==> src/rtl/mlp_pkg.sv <==
// Shared types and constants for the MLP layer scheduler.
// Contents: scheduler state encoding, wait-counter width, statistics counter width.
package mlp_pkg;

    typedef enum logic [1:0] {
        IDLE  = 2'd0,
        START = 2'd1,
        WAIT  = 2'd2,
        RESP  = 2'd3
    } sched_state_t;

    localparam int unsigned TIMEOUT_W = 16;
    localparam int unsigned CNT_W     = 16;

    localparam logic [CNT_W-1:0] CNT_MAX = '1;

endpackage

==> src/rtl/mlp_rr_arbiter2.sv <==
// Two-request round-robin arbiter with a registered last-grant pointer.
// Ports:
//   clk, rst  : clock, synchronous active-high reset
//   req       : request bits (already qualified by the caller)
//   accept    : a grant was taken this cycle; pointer moves to the winner
//   grant_c   : one-hot grant (combinational)
//   winner_c  : index of the granted port (combinational)
module mlp_rr_arbiter2
    import mlp_pkg::*;
(
    input  logic       clk,
    input  logic       rst,
    input  logic [1:0] req,
    input  logic       accept,
    output logic [1:0] grant_c,
    output logic       winner_c
);

    logic last_grant;

    // Winner select: a lone requester wins; on a tie the port not granted last wins.
    always_comb begin
        winner_c = 1'b0;
        grant_c  = 2'b00;
        case (req)
            2'b01:   winner_c = 1'b0;
            2'b10:   winner_c = 1'b1;
            2'b11:   winner_c = ~last_grant;
            default: winner_c = 1'b0;
        endcase
        if (req != 2'b00) begin
            grant_c[winner_c] = 1'b1;
        end
    end

    // Pointer starts at port 1 so port 0 takes the first tie after reset.
    always_ff @(posedge clk) begin
        if (rst) begin
            last_grant <= 1'b1;
        end else if (accept) begin
            last_grant <= winner_c;
        end
    end

endmodule

==> src/rtl/mlp_layer_scheduler.sv <==
// Sequencer and two-port arbiter for a shared mlp_hidden_layer datapath.
// Ports:
//   clk, rst                     : clock, synchronous active-high reset
//   req_valid/req_ready/req_vec  : per-port request channel (port 0 host, port 1 loader)
//   resp_valid/resp_ready        : response handshake
//   resp_data/resp_tag/resp_err  : layer output, requesting port, timeout flag
//   layer_bus_in/layer_start     : drive the datapath input vector and start pulse
//   layer_out/layer_done         : datapath result and done level
//   busy                         : scheduler not idle
//   done_count/timeout_count     : saturating completion / timeout statistics
module mlp_layer_scheduler
    import mlp_pkg::*;
#(
    parameter int unsigned IN_DIM      = 4,
    parameter int unsigned DATA_W      = 8,
    parameter int unsigned ACC_W       = 16,
    parameter int unsigned HIDDEN_SIZE = 2,
    parameter int unsigned TIMEOUT_CYC = 1024
) (
    input  logic                          clk,
    input  logic                          rst,
    input  logic [1:0]                    req_valid,
    output logic [1:0]                    req_ready,
    input  logic [2*DATA_W*IN_DIM-1:0]    req_vec,
    output logic                          resp_valid,
    input  logic                          resp_ready,
    output logic [ACC_W*HIDDEN_SIZE-1:0]  resp_data,
    output logic                          resp_tag,
    output logic                          resp_err,
    output logic [DATA_W*IN_DIM-1:0]      layer_bus_in,
    output logic                          layer_start,
    input  logic [ACC_W*HIDDEN_SIZE-1:0]  layer_out,
    input  logic                          layer_done,
    output logic                          busy,
    output logic [CNT_W-1:0]              done_count,
    output logic [CNT_W-1:0]              timeout_count
);

    localparam int unsigned VEC_W = DATA_W * IN_DIM;
    localparam logic [TIMEOUT_W-1:0] TIMEOUT_LIM = TIMEOUT_W'(TIMEOUT_CYC);

    sched_state_t         state;
    sched_state_t         next_state;
    logic [TIMEOUT_W-1:0] wait_cnt;
    logic [1:0]           arb_req_c;
    logic [1:0]           grant_c;
    logic                 winner_c;
    logic                 accept_c;
    logic                 done_hit_c;
    logic                 timeout_hit_c;

    // Requests are only offered to the arbiter while idle.
    assign arb_req_c = (state == IDLE) ? req_valid : 2'b00;

    mlp_rr_arbiter2 u_arb (
        .clk      (clk),
        .rst      (rst),
        .req      (arb_req_c),
        .accept   (accept_c),
        .grant_c  (grant_c),
        .winner_c (winner_c)
    );

    assign req_ready = grant_c;
    assign accept_c  = |(req_valid & grant_c);

    // A done seen in the first WAIT cycle is left over from the previous run.
    assign done_hit_c    = (state == WAIT) && layer_done && (wait_cnt != '0);
    assign timeout_hit_c = (state == WAIT) && !done_hit_c && (wait_cnt == TIMEOUT_LIM);

    // State register.
    always_ff @(posedge clk) begin
        if (rst) begin
            state <= IDLE;
        end else begin
            state <= next_state;
        end
    end

    // Next-state logic.
    always_comb begin
        next_state = state;
        case (state)
            IDLE:    if (accept_c) next_state = START;
            START:   next_state = WAIT;
            WAIT:    if (done_hit_c || timeout_hit_c) next_state = RESP;
            RESP:    if (resp_ready) next_state = IDLE;
            default: next_state = IDLE;
        endcase
    end

    // Registered outputs, capture registers and statistics.
    always_ff @(posedge clk) begin
        if (rst) begin
            layer_start   <= 1'b0;
            resp_valid    <= 1'b0;
            busy          <= 1'b0;
            wait_cnt      <= '0;
            layer_bus_in  <= '0;
            resp_tag      <= 1'b0;
            resp_data     <= '0;
            resp_err      <= 1'b0;
            done_count    <= '0;
            timeout_count <= '0;
        end else begin
            layer_start <= (next_state == START);
            resp_valid  <= (next_state == RESP);
            busy        <= (next_state != IDLE);

            if (state == START) begin
                wait_cnt <= '0;
            end else if (state == WAIT) begin
                wait_cnt <= wait_cnt + TIMEOUT_W'(1);
            end

            if (accept_c) begin
                layer_bus_in <= winner_c ? req_vec[VEC_W +: VEC_W] : req_vec[0 +: VEC_W];
                resp_tag     <= winner_c;
            end

            if (done_hit_c) begin
                resp_data <= layer_out;
                resp_err  <= 1'b0;
                if (done_count != CNT_MAX) begin
                    done_count <= done_count + CNT_W'(1);
                end
            end else if (timeout_hit_c) begin
                resp_data <= '0;
                resp_err  <= 1'b1;
                if (timeout_count != CNT_MAX) begin
                    timeout_count <= timeout_count + CNT_W'(1);
                end
            end
        end
    end

endmodule

==> config.mk <==
export PLATFORM = sky130hd
export DESIGN_NAME = mlp_layer_scheduler
export DESIGN_NICKNAME = d
export VERILOG_FILES = /design/src/rtl/mlp_pkg.sv /design/src/rtl/mlp_rr_arbiter2.sv /design/src/rtl/mlp_layer_scheduler.sv
export SDC_FILE = /design/constraint.sdc
export NUM_CORES = 1
export LEC_CHECK = 0
export BUFFER_PORTS_ARGS = -buffer_cell sky130_fd_sc_hd__buf_2
export CORE_MARGIN = 2
export CORE_UTILIZATION = 48
export CTS_CLUSTER_DIAMETER = 100
export CTS_CLUSTER_SIZE = 12
export DETAILED_ROUTE_END_ITERATION = 10
export PLACE_DENSITY_LB_ADDON = 0.2
export SYNTH_ARGS = -nofsm -noshare
export SYNTH_HDL_FRONTEND = slang
export SYNTH_SLANG_ARGS = --single-unit
==> constraint.sdc <==
create_clock -name clk -period 2.59 [get_ports clk]
set_input_delay 0.518 -clock clk [delete_from_list [all_inputs] [get_ports clk]]
set_output_delay 0.518 -clock clk [all_outputs]
set_load 0.02 [all_outputs]
==> out/results.ini, run 1 <==
[layout]
insertedDiodeCount=0
fillCellCount=834
design_area_sq_um=6780
fin_cells=898
area_growth_pct=36.1
nets=855
drive_above_1_share_pct=35.6

[pwr]
ir_drop_uv=458
p_per_area_nw_per_um2=721
pwr-share-clk_pct=48.1
p_sw_share_pct=24.4
power_frac_seq_pct=40.3
p_int_mw=3.70
leakagePower_nw=2.95
power_switching_mw=1.20
combPwrFrac_pct=11.6

[clocking]
cts_buffers=17
cts_hold_buf=0
cts.htree.levels=4
clk_latency_ns=0.51
cts_root_buf=clkbuf_8
cts_setup_buffers=0
cts_tree=yes
clock-sinks=120
cts_max_path_buffers=2
cts.clk_slew.worst_paths_ns=0.06

[drt]
post_drt_wl_per_cell_um=14.8
drt.antenna.violating_nets=0
totalWireLength_um=13300
dr.pass1.iters=5
first_iter_violations=358
drc_errors=0
vias=4903
via_per_inst=5.46

[synth]
ys_seq_area_share_pct=48.2
ys_ff_latch=120
ys.flop_type=dfxtp_1
postSynth.asyncResetShare_pct=0
yosys_warnings=0
syn_area_per_cell_sq_um=9.19
syn-num-nets=648
synth_edf_count=0
ys_types=52
synthesis.area_sq_um=4980
synthCells=542

[sta]
max-slew-margin-rel_pct=51.3
fin_crit_ns=2.47
rsz0062_at_grt=no
fmax_mhz=405
skew_ns=0.0127
worst_pin_slew_ns=0.731
slew_violations=0
finalSetupViolations=0
fin_crit_sh_pct=95.5
hold_violations=0

[floorplan]
std_cell_rows=37
fp.dieArea_sq_um=11200
die_w_um=106
ioPinCount=205
initial_utilization_pct=48.9
core-area_sq_um=10200
die_h_um=106

[place]
dp.cells=865
port_buffers=204
place_hpwl_um=9430
gp_routability_congestion=0.843
placed_cell_area_sq_um=6150

[min_path]
worstHoldPathType=input pin to flip-flop
hold_depth=2

[global_route]
grt_pass1_vias=4551
grt_pass1_wl_um=21200
groute.usage.overall_pct=23.2
grt_antenna_before_repair=0
grt_max_degree=61
grt_remaining_overflow=0

[worst_setup_path]
start_kind=flip-flop
worstPathRequired_ns=3.03
critPathMaxFanout=16
crit_arrival_ns=2.92
critPathKind=flip-flop to flip-flop
r2r_cells=7
critPathCaptureType=flip-flop

[outcome]
outcome=completed

[run]
drv_cap=0

-- layer usage --
layer | share of wire (%) | global-route usage [%] | vias up | wire length (um)
met5 | 0 | 0 | - | 0
met4 | 1.5 | 9.21 | 0 | 201
met3 | 7.9 | 7.17 | 22 | 1050
met2 | 48 | 39.3 | 203 | 6390
met1 | 42 | 27.5 | 2250 | 5620
li1 | - | - | 2428 | -
-- flip-flops by register name (all words and copies together), names as in the netlist, 2 cells and up --
signal and count:
timeout_count 16, resp_data 32, state 2, wait_cnt 16
layer_bus_in 32, done_count 16
-- path summary, 6_finish.rpt --
kind,slack [ns],startpoint,end
worst max-delay path,0.12,wait_cnt[1],resp_data[1]
worst min-delay path,0.23,layer_out[22],resp_data[22]
worst max register to register,0.12,wait_cnt[1],resp_data[1]
worst min register to register,0.45,layer_bus_in[30],layer_bus_in[30]
-- final cells by class --
class / instances / area, sq um / area share, %
Clock inverter: 10 / 143 / 2.10
Tap cell: 136 / 170 / 2.51
Timing Repair Buffer: 219 / 1150 / 16.9
Multi-Input combinational cell: 379 / 2410 / 35.6
Sequential cell: 120 / 2400 / 35.4
Clock buffer: 22 / 463 / 6.83
Inverter: 12 / 45.0 / 0.664
-- placed cells by master, fill, tap and decap left out, drive strengths merged, types with 12 or more instances in the layout --
master | netlist | final
a22oi | 14 | 14
dfxtp | 120 | 120
nand4 | 12 | 12
or3 | 18 | 18
buf | 11 | 219
inv | 12 | 13
a21oi | 57 | 57
clkbuf | 21 | 22
o21ai | 22 | 22
nand2 | 55 | 55
o221ai | 13 | 13
nor2 | 38 | 39
nand3 | 16 | 16
a22o | 32 | 32
-- synthesized netlist by cell type (5+ instances only) --
master / count / area share, %
inv_1: 12 / 0.90
dfxtp_1: 120 / 48
or4_1: 7 / 1.1
nand2_1: 55 / 4.1
or3_1: 18 / 2.3
mux2i_1: 9 / 1.8
clkbuf_1: 21 / 1.6
a21oi_1: 57 / 5.7
xnor2_1: 8 / 1.4
and3_1: 6 / 0.75
o221ai_1: 13 / 2.3
a211oi_1: 7 / 1.1
a22oi_1: 14 / 2.1
nand4_1: 12 / 1.5
o31ai_1: 5 / 0.75
o21ai_0: 19 / 1.9
xor2_1: 7 / 1.2
nor3_1: 9 / 0.90
a22o_1: 32 / 5.6
nand3_1: 16 / 1.6
nor2_1: 36 / 2.7
-- power by group through the flow --
stage	logic, mW	registers (mW)	clock network [mW]
global placement	0.558	2.00	0
floorplan	0.256	2.09	0
finish	0.569	1.97	2.35
detailed placement	0.566	2.01	0
CTS	0.568	1.97	2.40
global route	0.627	1.98	2.47
-- what timing repair did --
item / CTS / global route
cloned: 0 / 1
resized for setup: 1 / 3
pin swaps: 0 / 1
setup endpoints to repair: 32 / 34
-- cells by family after synthesis --
kind of cell | share of synthesized area [%]
buf+inv | 4.19
xor+xnor | 2.64
flops | 48.2
compound gates | 21.9
simple gates | 19.8
fa+ha+maj | 1.00
mux | 2.26
-- through the flow --
step                util, %  worst slack [ns]  TNS [ns]  power, mW  hold WS, ns
floorplan                 -             0.250         0       2.34        0.436
global placement       60.3           -0.0460     -1.39       2.56        0.436
detailed placement     60.3            -0.195     -5.67       2.57        0.440
CTS                    66.3            0.0725         0       4.93        0.203
global route           66.6            0.0178         0       5.07        0.215
finish                 66.6             0.118         0       4.89        0.230
-- critical path, cell delays in order, from the launching register on --
cell	delay, ns
dfxtp_1	0.33
inv_1	0.08
ha_1	0.15
or4b_4	0.48
nor4_4	0.35
mux2i_2	0.18
nor2_2	0.59
a22o_1	0.23
Power figures use the tool's default switching activity.
==> inputs of run 2 (changes only) <==
CORE_UTILIZATION = 49   (was 48)
SYNTH_HIERARCHICAL = 1   (was default)
==> run 2 against run 1 <==
Net effect:
- clock skew decreased by 0.0024 ns
- global-route usage about the same
- via count increased by 4.5%
- cell area increased by 4.9%
- worst hold slack improved by 0.012 ns
- final cell count increased by 6.6%
- combinational power increased by 18%
- routed wire length increased by 3.5%
- synthesized cell count increased by 12%
- die area increased by 5.0%
- largest cell class unchanged
==> out/results.ini, run 2 <==
[layout]
design_area_sq_um=7110
insertedDiodeCount=0
nets=910
drive_above_1_share_pct=32.9
layout_common_cells=203 x buf_2, 120 x dfxtp_1, 65 x a21oi_1, 57 x nor2_1, 51 x nand3_1
area_growth_pct=32.9
final_common_cell=buf_2
postLayoutCoreUtil_pct=66.2
reg.largest.list=layer_bus_in (32), resp_data (32)

[drt]
vias=5123
totalWireLength_um=13700
via_per_inst=5.35
top_layer=met4
post_drt_wl_per_cell_um=14.3
met1_length_um=5850
first_iter_violations=443
met3RoutedLength_um=983
drt.antenna.violating_nets=0
dr.pass1.iters=5
drc_errors=0
wl_met2_um=6700

[sta]
hold-worst-slack_ns=0.242
fin_crit_sh_pct=92.7
fin_crit_ns=2.40
slew_violations=0
fin_tns_setup_ns=0
finalSetupViolations=0
max-slew-margin-rel_pct=64.2
skew_ns=0.0103
fmax_mhz=417
worst_pin_slew_ns=0.535
rsz0062_at_grt=no
hold_violations=0

[clocking]
cts.htree.levels=4
cts_hold_buf=0
cts_root_buf=clkbuf_8
cts_tree=yes
cts.clk_slew.worst_paths_ns=0.06
cts_buffers=17
clock-sinks=120
cts_setup_buffers=0
cts_resized=0
clk_latency_ns=0.51
cts_max_path_buffers=2

[pwr]
leakagePower_nw=3.00
p_per_area_nw_per_um2=744
ir_drop_uv=448

[place]
place_hpwl_um=9960
placed_cell_area_sq_um=6450
port_buffers=204
gp_routability_congestion=0.843

[global_route]
grt_pass1_wl_um=21800
grt_antenna_before_repair=0
grt_max_degree=38
groute.usage.overall_pct=23.2
grt_remaining_overflow=0
grt_pass1_vias=4767

[synth]
syn-num-nets=715
ys_seq_area_share_pct=44.9
syn_area_per_cell_sq_um=8.79
synth_edf_count=0
synthMostInstantiatedCell=dfxtp_1
yosys.area.top_type_share_pct=44.9
synth_area_leaders=dfxtp_1 45%, mux2i_1 6.4%, a21oi_1 6.2%
ys_ff_latch=120
yosysTopAreaCell=dfxtp_1
synthCells=609
ys_types=57
ys.flop_type=dfxtp_1
yosys_warnings=6
synthesis.area_sq_um=5350
ys_top_cells_by_count=120 x dfxtp_1, 66 x a21oi_1, 57 x nor2_1
postSynth.asyncResetShare_pct=0

[worst_setup_path]
critical_path.top_delay_family=simple AND/OR/NAND/NOR gates
critPathCaptureType=output port
crit_arrival_ns=1.88
crit_slowest_cell=dfxtp_1
worstPathRequired_ns=2.07
cp_slowest_stage_delay_ns=0.40
critPathMaxFanout=8
crit_chain=nor2_1, and2_1, a21boi_2, buf_2
rrSetupSlack_ns=0.30
start_kind=flip-flop
path_buf_inv=1
critPathKind=flip-flop to output port

[outcome]
outcome=completed

[floorplan]
fp.dieArea_sq_um=11800
die_h_um=109
std_cell_rows=38
ioPinCount=205
initial_utilization_pct=49.8
core-area_sq_um=10700
die_w_um=109

[run]
drv_cap=0

[min_path]
worstHoldPathType=input pin to flip-flop

-- run 2: cell count changes after synthesis, moves of 9 or more --
cell,change
o221ai_1,-13
mux2i_1,+25
nor2_1,+21
a211oi_1,+28
nand3_1,+35
a22oi_1,-13
a21oi_1,+9
a22o_1,-32
-- run 2: final cells by class --
cell class | instances | area (sq um)
Fill cell | 952 | 3630
Multi-Input combinational cell | 435 | 2700
Sequential cell | 120 | 2400
Timing Repair Buffer | 216 | 1110
Clock buffer | 20 | 445
Clock inverter | 12 | 220
Tap cell | 140 | 175
Inverter | 14 | 52.6
-- run 2: per-layer routing --
layer	vias to the layer above	GRT usage [%]
met2	184	39.1
met5	-	0
met4	0	7.97
met3	18	7.84
met1	2322	27.6
li1	2599	-
-- run 2: report_power, final --
part           internal (mW)  switching, mW  leakage, nW
clock network           1.81          0.820        0.325
logic                  0.270          0.400         1.70
registers               1.94         0.0530        0.974
-- run 2: path summary, 6_finish.rpt --
check	to	start	cells after the start
hold / removal	resp_data[6]	layer_out[6]	3
hold reg to reg	resp_tag	resp_tag	2
setup reg to reg	resp_data[10]	wait_cnt[0]	8
setup / recovery	req_ready[0]	state[0]	4
-- run 2: kinds of logic after synthesis --
family                   Yosys count  synth area share [%]
AO/OA/AOI/OAI                    148                  17.7
XOR/XNOR                          11                  1.80
adder cells (fa/ha/maj)            4                 0.935
buffers and inverters             54                  4.89
flip-flops                       120                  44.9
multiplexers                      37                  6.99
AND/OR/NAND/NOR                  235                  22.8
-- run 2: worst min-delay path: cells and delay by family --
family / cells / cell delay [ns]
buf+inv: 1 / 0.09
compound gates: 1 / 0.05
simple gates: 1 / 0.04
-- run 2: per-stage QoR --
| step | power [mW] | instances | setup slack (ns) |
|---|---|---|---|
| after floorplan | 2.47 | 609 | 0.0230 |
| after global placement | 2.68 | 925 | 0.405 |
| after detailed placement | 2.70 | 925 | 0.332 |
| after CTS | 5.34 | 957 | 0.153 |
| after global routing | 5.50 | 957 | 0.0602 |
| final | 5.29 | 957 | 0.190 |
